### src/rtl/terminal_bank_if.sv
// Handshake and per-row terminal bus between the clause array edge, the
// terminal bank and the BCP controller.
interface terminal_bank_if #(
    parameter int NUM_C       = 8,
    parameter int WIDTH_LVL   = 16,
    parameter int WIDTH_C_LEN = 4,
    parameter int WIDTH_CID   = 3,
    parameter int WIDTH_CNT   = 4
);
    logic                         start_i;
    logic                         ack_i;
    logic [NUM_C-1:0]             csat_i;
    logic [2*NUM_C-1:0]           freelitcnt_i;
    logic [NUM_C*WIDTH_C_LEN-1:0] clause_len_i;
    logic [NUM_C-1:0]             conflict_c_i;
    logic [NUM_C-1:0]             all_lit_false_i;
    logic [NUM_C*WIDTH_LVL-1:0]   cmax_lvl_i;

    logic [NUM_C-1:0]             csat_drv_o;
    logic [NUM_C-1:0]             imp_drv_o;
    logic [NUM_C-1:0]             conflict_c_drv_o;
    logic                         done_o;
    logic                         conflict_o;
    logic [WIDTH_CID-1:0]         conflict_cid_o;
    logic [WIDTH_LVL-1:0]         conflict_lvl_o;
    logic [WIDTH_LVL-1:0]         conflict_max_lvl_o;
    logic [WIDTH_CNT-1:0]         imp_cnt_o;
    logic                         all_sat_o;

    modport master (
        output start_i, ack_i, csat_i, freelitcnt_i, clause_len_i,
               conflict_c_i, all_lit_false_i, cmax_lvl_i,
        input  csat_drv_o, imp_drv_o, conflict_c_drv_o, done_o, conflict_o,
               conflict_cid_o, conflict_lvl_o, conflict_max_lvl_o,
               imp_cnt_o, all_sat_o
    );

    modport slave (
        input  start_i, ack_i, csat_i, freelitcnt_i, clause_len_i,
               conflict_c_i, all_lit_false_i, cmax_lvl_i,
        output csat_drv_o, imp_drv_o, conflict_c_drv_o, done_o, conflict_o,
               conflict_cid_o, conflict_lvl_o, conflict_max_lvl_o,
               imp_cnt_o, all_sat_o
    );
endinterface

### src/rtl/terminal_bank.sv
// Snapshots NUM_C clause terminal rows, drives per-row sat/imp/conflict lines
// from the snapshot and serially summarises them under a done/ack handshake.
module terminal_bank #(
    parameter int NUM_C       = 8,
    parameter int WIDTH_LVL   = 16,
    parameter int WIDTH_C_LEN = 4,
    parameter int WIDTH_CID   = 3,
    parameter int WIDTH_CNT   = 4
) (
    input logic             clk,
    input logic             rst,
    terminal_bank_if.slave  bus
);
    typedef enum logic [1:0] {IDLE, SCAN, DONE} state_t;

    localparam logic [WIDTH_CNT-1:0] CNT_MAX  = '1;
    localparam logic [WIDTH_CID-1:0] LAST_IDX = WIDTH_CID'(NUM_C - 1);

    state_t state, state_nxt;

    logic [NUM_C-1:0]             snap_csat;
    logic [2*NUM_C-1:0]           snap_flc;
    logic [NUM_C*WIDTH_C_LEN-1:0] snap_len;
    logic [NUM_C-1:0]             snap_cc;
    logic [NUM_C-1:0]             snap_alf;
    logic [NUM_C*WIDTH_LVL-1:0]   snap_cmax;

    logic [WIDTH_CID-1:0] idx;

    logic                 acc_conflict, acc_conflict_nxt;
    logic [WIDTH_CID-1:0] acc_cid,      acc_cid_nxt;
    logic [WIDTH_LVL-1:0] acc_lvl,      acc_lvl_nxt;
    logic [WIDTH_LVL-1:0] acc_max,      acc_max_nxt;
    logic [WIDTH_CNT-1:0] acc_cnt,      acc_cnt_nxt;
    logic                 acc_all_sat,  acc_all_sat_nxt;

    logic [NUM_C-1:0]     imp_drv, conflict_drv;
    logic [WIDTH_LVL-1:0] row_lvl;
    logic                 row_c, row_len_nz, row_qual;
    logic                 take;

    // A new snapshot is accepted from IDLE, or from DONE only together with ack.
    assign take = bus.start_i && (state == IDLE || (state == DONE && bus.ack_i));

    // ---------------- FSM: state register ----------------
    // NOTE: reset here is synchronous, so it sits inside the clocked branch
    // rather than in the sensitivity list.
    always_ff @(posedge clk) begin
        if (!rst) state <= IDLE;
        else      state <= state_nxt;
    end

    // ---------------- FSM: next state ----------------
    // NOTE: every variable assigned in a combinational block gets a default
    // first, otherwise an uncovered path infers a latch.
    always_comb begin
        state_nxt = state;
        case (state)
            IDLE: if (bus.start_i) state_nxt = SCAN;
            SCAN: if (idx == LAST_IDX) state_nxt = DONE;
            DONE: if (bus.ack_i) state_nxt = bus.start_i ? SCAN : IDLE;
            default: state_nxt = IDLE;
        endcase
    end

    // ---------------- FSM: outputs ----------------
    always_comb begin
        bus.done_o = (state == DONE);
    end

    // Per-row drive lines come from the snapshot only, never from live inputs.
    always_comb begin
        imp_drv      = '0;
        conflict_drv = '0;
        for (int k = 0; k < NUM_C; k++) begin
            imp_drv[k]      = (snap_flc[2*k +: 2] == 2'd1);
            conflict_drv[k] = snap_cc[k] |
                              (snap_alf[k] & (snap_len[k*WIDTH_C_LEN +: WIDTH_C_LEN] != '0));
        end
    end

    assign bus.csat_drv_o       = snap_csat;
    assign bus.imp_drv_o        = imp_drv;
    assign bus.conflict_c_drv_o = conflict_drv;

    // Contribution of the row currently under the scan pointer.
    always_comb begin
        row_c      = conflict_drv[idx];
        row_lvl    = snap_cmax[idx*WIDTH_LVL +: WIDTH_LVL];
        row_len_nz = (snap_len[idx*WIDTH_C_LEN +: WIDTH_C_LEN] != '0);
        row_qual   = imp_drv[idx] & ~snap_csat[idx] & ~row_c & row_len_nz;
    end

    always_comb begin
        acc_conflict_nxt = acc_conflict;
        acc_cid_nxt      = acc_cid;
        acc_lvl_nxt      = acc_lvl;
        acc_max_nxt      = acc_max;
        acc_cnt_nxt      = acc_cnt;
        acc_all_sat_nxt  = acc_all_sat;
        if (row_c && !acc_conflict) begin
            acc_conflict_nxt = 1'b1;
            acc_cid_nxt      = idx;
            acc_lvl_nxt      = row_lvl;
        end
        if (row_c && row_lvl > acc_max) acc_max_nxt = row_lvl;
        if (row_qual && acc_cnt != CNT_MAX) acc_cnt_nxt = acc_cnt + WIDTH_CNT'(1);
        if (row_len_nz && !snap_csat[idx]) acc_all_sat_nxt = 1'b0;
    end

    // ---------------- datapath: snapshot, accumulators, results ----------------
    // NOTE: clocked state uses non-blocking assignments so every register
    // samples pre-edge values regardless of statement order.
    always_ff @(posedge clk) begin
        if (!rst) begin
            snap_csat              <= '0;
            snap_flc               <= '0;
            snap_len               <= '0;
            snap_cc                <= '0;
            snap_alf               <= '0;
            snap_cmax              <= '0;
            idx                    <= '0;
            acc_conflict           <= 1'b0;
            acc_cid                <= '0;
            acc_lvl                <= '0;
            acc_max                <= '0;
            acc_cnt                <= '0;
            acc_all_sat            <= 1'b0;
            bus.conflict_o         <= 1'b0;
            bus.conflict_cid_o     <= '0;
            bus.conflict_lvl_o     <= '0;
            bus.conflict_max_lvl_o <= '0;
            bus.imp_cnt_o          <= '0;
            bus.all_sat_o          <= 1'b0;
        end else if (take) begin
            snap_csat    <= bus.csat_i;
            snap_flc     <= bus.freelitcnt_i;
            snap_len     <= bus.clause_len_i;
            snap_cc      <= bus.conflict_c_i;
            snap_alf     <= bus.all_lit_false_i;
            snap_cmax    <= bus.cmax_lvl_i;
            idx          <= '0;
            acc_conflict <= 1'b0;
            acc_cid      <= '0;
            acc_lvl      <= '0;
            acc_max      <= '0;
            acc_cnt      <= '0;
            acc_all_sat  <= 1'b1;
        end else if (state == SCAN) begin
            idx          <= idx + WIDTH_CID'(1);
            acc_conflict <= acc_conflict_nxt;
            acc_cid      <= acc_cid_nxt;
            acc_lvl      <= acc_lvl_nxt;
            acc_max      <= acc_max_nxt;
            acc_cnt      <= acc_cnt_nxt;
            acc_all_sat  <= acc_all_sat_nxt;
            // Results include the last row and then hold until the next DONE entry.
            if (idx == LAST_IDX) begin
                bus.conflict_o         <= acc_conflict_nxt;
                bus.conflict_cid_o     <= acc_cid_nxt;
                bus.conflict_lvl_o     <= acc_lvl_nxt;
                bus.conflict_max_lvl_o <= acc_max_nxt;
                bus.imp_cnt_o          <= acc_cnt_nxt;
                bus.all_sat_o          <= acc_all_sat_nxt;
            end
        end
    end
endmodule

### src/flat_wrapper.sv
// flat-port wrapper written by rule: the top's interface ports become plain ports
module terminal_bank_flat 
#(
    parameter int NUM_C       = 8,
    parameter int WIDTH_LVL   = 16,
    parameter int WIDTH_C_LEN = 4,
    parameter int WIDTH_CID   = 3,
    parameter int WIDTH_CNT   = 4
)
  (clk, rst, bus_start_i, bus_ack_i, bus_csat_i, bus_freelitcnt_i, bus_clause_len_i, bus_conflict_c_i, bus_all_lit_false_i, bus_cmax_lvl_i, bus_csat_drv_o, bus_imp_drv_o, bus_conflict_c_drv_o, bus_done_o, bus_conflict_o, bus_conflict_cid_o, bus_conflict_lvl_o, bus_conflict_max_lvl_o, bus_imp_cnt_o, bus_all_sat_o);
  terminal_bank_if #(.NUM_C(NUM_C), .WIDTH_LVL(WIDTH_LVL), .WIDTH_C_LEN(WIDTH_C_LEN), .WIDTH_CID(WIDTH_CID), .WIDTH_CNT(WIDTH_CNT)) bus_i ();
  input logic clk;
  input logic rst;
  input wire logic [$bits(bus_i.start_i)-1:0] bus_start_i;
  input wire logic [$bits(bus_i.ack_i)-1:0] bus_ack_i;
  input wire logic [$bits(bus_i.csat_i)-1:0] bus_csat_i;
  input wire logic [$bits(bus_i.freelitcnt_i)-1:0] bus_freelitcnt_i;
  input wire logic [$bits(bus_i.clause_len_i)-1:0] bus_clause_len_i;
  input wire logic [$bits(bus_i.conflict_c_i)-1:0] bus_conflict_c_i;
  input wire logic [$bits(bus_i.all_lit_false_i)-1:0] bus_all_lit_false_i;
  input wire logic [$bits(bus_i.cmax_lvl_i)-1:0] bus_cmax_lvl_i;
  output wire logic [$bits(bus_i.csat_drv_o)-1:0] bus_csat_drv_o;
  output wire logic [$bits(bus_i.imp_drv_o)-1:0] bus_imp_drv_o;
  output wire logic [$bits(bus_i.conflict_c_drv_o)-1:0] bus_conflict_c_drv_o;
  output wire logic [$bits(bus_i.done_o)-1:0] bus_done_o;
  output wire logic [$bits(bus_i.conflict_o)-1:0] bus_conflict_o;
  output wire logic [$bits(bus_i.conflict_cid_o)-1:0] bus_conflict_cid_o;
  output wire logic [$bits(bus_i.conflict_lvl_o)-1:0] bus_conflict_lvl_o;
  output wire logic [$bits(bus_i.conflict_max_lvl_o)-1:0] bus_conflict_max_lvl_o;
  output wire logic [$bits(bus_i.imp_cnt_o)-1:0] bus_imp_cnt_o;
  output wire logic [$bits(bus_i.all_sat_o)-1:0] bus_all_sat_o;
  assign bus_i.start_i = bus_start_i;
  assign bus_i.ack_i = bus_ack_i;
  assign bus_i.csat_i = bus_csat_i;
  assign bus_i.freelitcnt_i = bus_freelitcnt_i;
  assign bus_i.clause_len_i = bus_clause_len_i;
  assign bus_i.conflict_c_i = bus_conflict_c_i;
  assign bus_i.all_lit_false_i = bus_all_lit_false_i;
  assign bus_i.cmax_lvl_i = bus_cmax_lvl_i;
  assign bus_csat_drv_o = bus_i.csat_drv_o;
  assign bus_imp_drv_o = bus_i.imp_drv_o;
  assign bus_conflict_c_drv_o = bus_i.conflict_c_drv_o;
  assign bus_done_o = bus_i.done_o;
  assign bus_conflict_o = bus_i.conflict_o;
  assign bus_conflict_cid_o = bus_i.conflict_cid_o;
  assign bus_conflict_lvl_o = bus_i.conflict_lvl_o;
  assign bus_conflict_max_lvl_o = bus_i.conflict_max_lvl_o;
  assign bus_imp_cnt_o = bus_i.imp_cnt_o;
  assign bus_all_sat_o = bus_i.all_sat_o;
  terminal_bank #(.NUM_C(NUM_C), .WIDTH_LVL(WIDTH_LVL), .WIDTH_C_LEN(WIDTH_C_LEN), .WIDTH_CID(WIDTH_CID), .WIDTH_CNT(WIDTH_CNT)) u_core (.clk(clk), .rst(rst), .bus(bus_i));
endmodule
### config.mk
export PLATFORM = sky130hd
export DESIGN_NAME = terminal_bank_flat
export DESIGN_NICKNAME = d
export VERILOG_FILES = /design/src/rtl/terminal_bank_if.sv /design/src/rtl/terminal_bank.sv /design/src/flat_wrapper.sv
export SDC_FILE = /design/constraint.sdc
export NUM_CORES = 1
export LEC_CHECK = 0
export ABC_CLOCK_PERIOD_IN_PS = 5200
export BUFFER_PORTS_ARGS = -buffer_cell sky130_fd_sc_hd__buf_4
export CORE_AREA = 10 10 213 215
export DETAILED_ROUTE_END_ITERATION = 12
export DIE_AREA = 0 0 223 225
export GPL_TIMING_DRIVEN = 0
export PLACE_DENSITY = 0.54
export REMOVE_ABC_BUFFERS = 1
export SETUP_SLACK_MARGIN = 0.02
export SYNTH_ARGS = -nofsm -noshare
export SYNTH_HDL_FRONTEND = slang
export SYNTH_SLANG_ARGS = --single-unit
export TNS_END_PERCENT = 10
### constraint.sdc
create_clock -name clk -period 5.2 [get_ports clk]
set_input_delay 0.78 -clock clk [delete_from_list [all_inputs] [get_ports clk]]
set_output_delay 0.78 -clock clk [all_outputs]
set_load 0.02 [all_outputs]
==> summary.md, run 1 <==
| Metric | Value |
|---|---|
| Synth Register Bits | ~290 |
| CP cell instances | mux4_2 -> mux2_2 -> ha_1 -> nand4_1 -> nor4_1 -> a21boi_0 -> o31a_1 -> a21oi_1 -> o21ai_0 |
| WP data required | ~5.7 ns |
| Synth top area share | between 40% and 50% |
| Yosys warns | 0 |
| Clk_skew | 0.0276 ns |
| Main combinational cell family by area after synthesis | simple AND/OR/NAND/NOR gates |
| First-pass GRT wire length | approximately 60,000 um |
| Worst-case vdd ir drop | 0.174 mV |
| Fmax | roughly 210 MHz |
| Worst-path fanout max | 43 |
| LEAKAGE | 0.00637 uW |
| Hold Crit Class | reg -> reg |
| Worst-Skew Late Latency | approximately 0.54 ns |
| Initial core utilization | between 20% and 30% |
| Post-synthesis sequential area ratio | a little under half |
| Vias | 10,800 |
| Layout filler cell count | roughly 4,300 |
| Compound-Gate Fraction of Synth Area | 16.8% |
| Total die area | 0.0502 mm2 |
| PortBufs | 269 |
| Cell count after synthesis | ~1,500 |
| Post-synth EDFFs | 0 |
| Dpl hpwl | 26,900 um |
| Core area | 0.0414 mm2 |
| Die width | ~220 um |
| Clk buf depth | 3 |
| Drt pass-1 iters | 4 |
| Site row count | 75 |
| Initial DRC Count | between 600 and 700 |
| Adder-Cell Fraction of Synth Area | under 10% |
| Number of buffers created by CTS | 36 |
| Crit-path slowest cell | o31a_1 |
| Dpl cells | 2,175 |
| Routed wire length | 38,400 um |
| Top post-synthesis cells by count | nand2_1 (447), dfxtp_1 (287), a21oi_1 (257) |
| IO Count | 270 |
| Mux share of post-synthesis cell area | 9.35% |
| Final non-filler cell total | approximately 2,200 |
| Max Slew Vio Count | 0 |
| Reg clk slew, reported paths | roughly 0.060 ns |
| Routability cong. | around 0.74 |
| Drt wl/cell | ~17 um |
| Asr flop ratio synth | 0% |
| Arrival @ worst endpoint | between 5 and 6 ns |
| Rel. slew slack | 13.0% |
| Grt ovf | 0 |
| Cts hold-fix bufs | 0 |
| Final hold vios | 0 |
| Final hold slack | 0.447 ns |
| H-tree depth | 2 |
| Pwr per Cell Area | 351 mW/mm2 |
| Dpl ws | ~0.33 ns |
| Tcrit/Tclk final | around nine tenths |
| Min cycle time layout | 4.72 ns |
| Commonest register cell after synthesis | dfxtp_1 |
| Max incr delay on CP | about 1.1 ns |
| Crit end category | flop |
| Status | completed |
| Share of post-route cells with drive strength above 1 | 24.1% |
| Final WS setup | 0.478 ns |
| Die H | 225 um |
| Tot GR Track Use | about 15% |
| Class of the most critical setup path | reg -> reg |
| Routed Antenna Nets | 0 |
| Library cells used by synthesis | between 50 and 60 |
| Vias per inst | roughly 4.8 |
| Vias in the first global route | 10,800 |
| Residual DRC count | 0 |
| CTS tree | yes |
| Largest net degree at the start of global routing | about 140 |
| # diodes | 0 |
| Area delta synth->final | 31.8% |
| Initial antenna violation count | 0 |
| Clock root cell | clkbuf_16 |
| Syn Area/Cell | a little over 8 um2 |
| Total power draw | 5620 uW |
| Synth area leader | dfxtp_1 |
| Synth area leaders | dfxtp_1 (47%), nand2_1 (14%), a21oi_1 (11%) |
| Max Cap Violations | 0 |
| Synth Area in XOR/XNOR | less than 1% |
| Setup-failing EPs final | 0 |
| Worst slew pin tran | 1.31 ns |
| Fin nets | 1,897 |
| Critical path launch point type | flop |
| Mapped cell area | 0.0121 mm2 |
| RSZ-0062 raised after global routing | false |
| Sink Count | 287 |
| Synth Area in Simple Gates | between 20% and 30% |
| Most common cell in the synthesized netlist | nand2_1 |
==> kinds of logic after synthesis <==
kind of cell               Yosys count
adders and majority gates           19
muxes                               69
AOI/OAI and AO/OA                  368
DFF                                287
buffers and inverters              140
and+or+nand+nor                    578
xor gates and xnor gates             1
==> flip-flops by register name, indices dropped and copies added, names as in the netlist, 16 cells and up <==
signal	cells
u_core.bus.conflict_max_lvl_o	16
u_core.snap_flc	16
u_core.snap_cmax	128
u_core.bus.conflict_lvl_o	16
u_core.acc_max	16
u_core.acc_lvl	16
u_core.snap_len	32
==> per-stage QoR <==
step	cell area [um2]	util, %	setup TNS [ns]
finish	16000	38.7	0
floorplan	11700	-	-85.38
CTS	16000	38.7	0
global placement	14400	34.7	-961.36
global route	16000	38.7	0
detailed placement	14900	35.9	0
==> critical path: cells and delay by family, from the launching register on <==
family	cells	cell delay, ns
flops	1	0.86
compound gates	4	1.89
simple gates	2	0.55
mux	2	0.96
fa+ha+maj	1	0.37
==> where the power goes <==
group          internal (uW)  total [uW]  switching, uW  leakage, uW
Combinational            342         786            444      0.00346
Clock                   1510        2460            947     0.000561
Sequential              2310        2370           62.8      0.00235
==> layout make-up <==
type                       instances  area (um2)  area share (%)
tap                              539         674            4.21
multi-input combinational       1035        5900            36.9
timing repair buffer             293        2440            15.3
sequential                       287        5750            36.0
inverter                          21        86.3           0.540
clock buffer                      51        1030            6.43
clock inverter                     7         114           0.712
==> cells in the final DEF (no fill, tap or decap), types with 4 or more instances in the layout <==
master,instances
inv_1,20
clkbuf_16,37
or4_1,7
mux2i_1,20
buf_16,9
nand2b_1,7
nand4_1,20
nor2b_1,16
nor2_1,10
nand2_1,446
nand3_1,12
a21oi_1,257
nor4_1,7
clkbuf_1,9
ha_1,19
nor3_1,31
o21ai_0,45
nand3b_1,4
buf_4,276
dfxtp_1,284
mux4_2,34
buf_8,6
clkbuf_8,5
o31ai_1,33
mux2_2,15
==> repair_timing <==
action,CTS,global route
hold endpoints to repair,0,0
buffers inserted,0,0
endpoints found under the setup margin,0,2
resized for setup,0,1
==> path summary, 6_finish.rpt <==
path                       from                                to  slack (ns)  cells after the start
min          u_core.snap_len[7]                u_core.snap_len[7]        0.45                      2
max reg2reg       u_core.idx[1]  u_core.bus.conflict_max_lvl_o[9]        0.48                      9
max               u_core.idx[1]  u_core.bus.conflict_max_lvl_o[9]        0.48                      9
min reg2reg  u_core.snap_len[7]                u_core.snap_len[7]        0.45                      2
==> layer usage <==
layer	up-vias	global-route usage (%)	routed length [um]	part of all wire, %
li1	5463	-	-	-
met1	5046	18.3	17000	44
met2	236	24.3	18100	47
met3	50	4.49	2550	6.6
met4	0	4.64	789	2.1
met5	-	0	0	0
Note: power is estimated with default switching activity, not from simulation.
==> inputs of run 2 (changes only) <==
--- a/config.mk
+++ b/config.mk
@@ -11,7 +11,7 @@
 export DETAILED_ROUTE_END_ITERATION = 12
 export DIE_AREA = 0 0 223 225
 export GPL_TIMING_DRIVEN = 0
-export PLACE_DENSITY = 0.54
+export PLACE_DENSITY = 0.52
 export REMOVE_ABC_BUFFERS = 1
 export SETUP_SLACK_MARGIN = 0.02
 export SYNTH_ARGS = -nofsm -noshare
==> run 2 against run 1 <==
  * Via count is essentially flat
  * Fmax is essentially flat
  * Wire length is essentially flat
  * Die area is the same
  * Combinational power is essentially flat
  * Clock skew shrank 0.013 ns
  * Critical endpoint is now u_core.acc_max[0]
  * Largest power group unchanged
==> summary.md, run 2 (synthesized netlist as in run 1, its figures left out) <==
| Metric | Value |
|---|---|
| Vias in the first global route | 11,100 (was 10,800) |
| Grt ovf | 0 (unchanged) |
| Worst R2R End | u_core.acc_max[0] (was u_core.bus.conflict_max_lvl_o[9]) |
| Clock root cell | clkbuf_16 (unchanged) |
| Final Core Density | 38.6% (was 38.7%) |
| Drt wl/cell | 17.1 um (was 17.2 um) |
| Worst-case vdd ir drop | 0.209 mV (was 0.174 mV) |
| Clock share of power | 43.7% (was 43.8%) |
| PortBufs | 269 (unchanged) |
| Hold Crit Class | reg -> reg (unchanged) |
| Setup_tns | 0 ns (unchanged) |
| Vias per inst | 4.82 (was 4.83) |
| Drt pass-1 iters | 5 (was 4) |
| Pwr per Cell Area | 350 mW/mm2 (was 351 mW/mm2) |
| Min cycle time layout | 4.72 ns (about the same) |
| Total die area | 0.0502 mm2 (unchanged) |
| CP cell instances | mux4_2 -> mux2_2 -> ha_1 -> nand4_1 -> nor4_1 -> a21boi_0 -> o31a_1 -> a21oi_1 -> a211oi_1 (was mux4_2 -> mux2_2 -> ha_1 -> nand4_1 -> nor4_1 -> a21boi_0 -> o31a_1 -> a21oi_1 -> o21ai_0) |
| RSZ-0062 raised after global routing | false (unchanged) |
| Cts hold-fix bufs | 0 (unchanged) |
| Beginning of the worst register-to-register path | u_core.idx[1] (unchanged) |
| Reg clk slew, reported paths | 0.05 ns (was 0.06 ns) |
| Residual DRC count | 0 (unchanged) |
| Sink Count | 287 (unchanged) |
| Initial DRC Count | 603 (was 619) |
| Area of the multi-input gates | 0.00590 mm2 (unchanged) |
| Rel. slew slack | 12.4% (was 13.0%) |
| Area delta synth->final | 31.7% (was 31.8%) |
| H-tree depth | 2 (unchanged) |
| Fin nets | 1,899 (was 1,897) |
| Hold depth | 2 (unchanged) |
| CTS tree | yes (unchanged) |
| Most flop-heavy register | u_core.snap_cmax (unchanged) |
| Fmax | 212 MHz (about the same) |
| Class of the most critical setup path | reg -> reg (unchanged) |
| Clk buf depth | 3 (unchanged) |
| Die width | 223 um (unchanged) |
| Crit end category | flop (unchanged) |
| First-pass GRT wire length | 60,200 um (was 60,400 um) |
| Critical path launch point type | flop (unchanged) |
| Max Slew Vio Count | 0 (unchanged) |
| Dpl hpwl | 26,700 um (was 26,900 um) |
| Initial core utilization | 29.3% (unchanged) |
| Crit-path slowest cell | o31a_1 (unchanged) |
| LEAKAGE | 0.00637 uW (about the same) |
| Vias | 10,800 (about the same) |
| Initial antenna violation count | 0 (unchanged) |
| Worst slew pin tran | 1.31 ns (about the same) |
| # diodes | 0 (unchanged) |
| Sw power | 1460 uW (was 1450 uW) |
| R2r worst-path depth | 9 (unchanged) |
| Final hold vios | 0 (unchanged) |
| Max incr delay on CP | 1.07 ns (about the same) |
| WHS Endpoint | u_core.snap_len[4] (was u_core.snap_len[7]) |
| Largest regs | u_core.snap_cmax (128), u_core.snap_len (32) (unchanged) |
| Worst-path fanout max | 43 (unchanged) |
| Reg-to-reg slack, setup | 0.48 ns (about the same) |
| Routed wire length | 38,300 um (was 38,400 um) |
| Layout filler cell count | 4,248 (was 4,285) |
| Status | completed (unchanged) |
| Number of buffers created by CTS | 37 (was 36) |
| Switching Share | 26.2% (was 25.9%) |
| Seq pwr share | 42.3% (was 42.2%) |
| Hold wc startpoint | u_core.snap_len[4] (was u_core.snap_len[7]) |
| Arrival @ worst endpoint | 5.15 ns (was 5.18 ns) |
| Max FFs per register | 128 (unchanged) |
| Max Cap Violations | 0 (unchanged) |
| Site row count | 75 (unchanged) |
| Routed Antenna Nets | 0 (unchanged) |
| WP data required | 5.63 ns (was 5.65 ns) |
| Setup-failing EPs final | 0 (unchanged) |
| Worst-Skew Late Latency | 0.54 ns (about the same) |
| IO Count | 270 (unchanged) |
| Tot GR Track Use | 14.7% (was 14.9%) |
| Most frequent cells in the layout | nand2_1 (446), dfxtp_1 (284), buf_4 (276), a21oi_1 (257), o21ai_0 (45) (unchanged) |
| Die H | 225 um (unchanged) |
| Largest net degree at the start of global routing | 164 (was 135) |
| Core area | 0.0414 mm2 (unchanged) |
| Tcrit/Tclk final | 90.8% (about the same) |
| Routability cong. | 0.757 (was 0.741) |
| Seq. cell area | 0.00575 mm2 (unchanged) |
| Pint | 4130 uW (was 4160 uW) |
| Power share of the combinational group | 14.0% (about the same) |
| Share of post-route cells with drive strength above 1 | 24.4% (was 24.1%) |
| Clk_skew | 0.0144 ns (was 0.0276 ns) |
| Commonest non-fill, non-tap cell in the layout | nand2_1 (unchanged) |
-- run 2: layout make-up --
class	instances	area share [%]
clock buffers	54	6.77
clock inverters	9	0.485
inverters	21	0.540
multi-input cells	1035	36.9
flip-flops and latches	287	36.0
well taps	539	4.22
repair buffers	294	15.1
-- run 2: critical path: cells and delay by family, from the launching register on --
family                     cells  cell delay (ns)
DFF                            1             0.87
muxes                          2             0.95
adders and majority gates      1             0.37
and+or+nand+nor                2             0.57
AOI/OAI and AO/OA              4             1.81
-- run 2: worst max path at each step --
stage | start | endpoint | slack, ns | depth (start not counted)
4_1_cts | u_core.idx[1] | u_core.acc_max[0] | 0.29 | 10
6_report | u_core.idx[1] | u_core.acc_max[0] | 0.48 | 9
2_1_floorplan | bus_start_i | u_core.acc_max[10] | -1.68 | 3
3_3_place_gp | bus_start_i | u_core.acc_max[11] | -5.98 | 4
5_1_grt | u_core.idx[1] | u_core.acc_max[0] | 0.14 | 9
3_5_place_dp | u_core.idx[1] | u_core.acc_max[0] | 0.30 | 10
-- run 2: per-stage QoR --
| stage | hold WS [ns] | setup WS [ns] | total power, uW | area (um2) | cells |
|---|---|---|---|---|---|
| 5_1_grt | 0.467 | 0.136 | 5870 | 16000 | 2239 |
| 3_5_place_dp | 0.442 | 0.297 | 3210 | 14800 | 2176 |
| 6_report | 0.446 | 0.480 | 5600 | 16000 | 2239 |
| 2_1_floorplan | 0.431 | -1.68 | 2860 | 11700 | 1343 |
| 4_1_cts | 0.449 | 0.287 | 5700 | 16000 | 2239 |
| 3_3_place_gp | 0.440 | -5.98 | 3200 | 14400 | 2151 |
-- run 2: power groups by stage --
stage               logic, uW  registers (uW)  clock network [uW]
detailed placement        793            2410                   0
finish                    786            2370                2440
global route              872            2380                2620
global placement          779            2420                   0
CTS                       795            2370                2540
floorplan                 456            2410                   0
-- run 2: what timing repair did --
| item | in CTS | in global routing |
|---|---|---|
| gates resized for setup | 0 | 1 |
| setup buffers | 0 | 0 |
| setup endpoints to repair | 0 | 3 |
-- run 2: routing by layer --
layer / vias up / routed length (um) / share of wire, % / global-route usage (%)
met5: - / 0 / 0 / 0
met4: 0 / 684 / 1.8 / 4.16
met3: 49 / 2600 / 6.8 / 4.75
met2: 218 / 18200 / 47 / 24.8
met1: 5061 / 16900 / 44 / 17.6
li1: 5472 / - / - / -
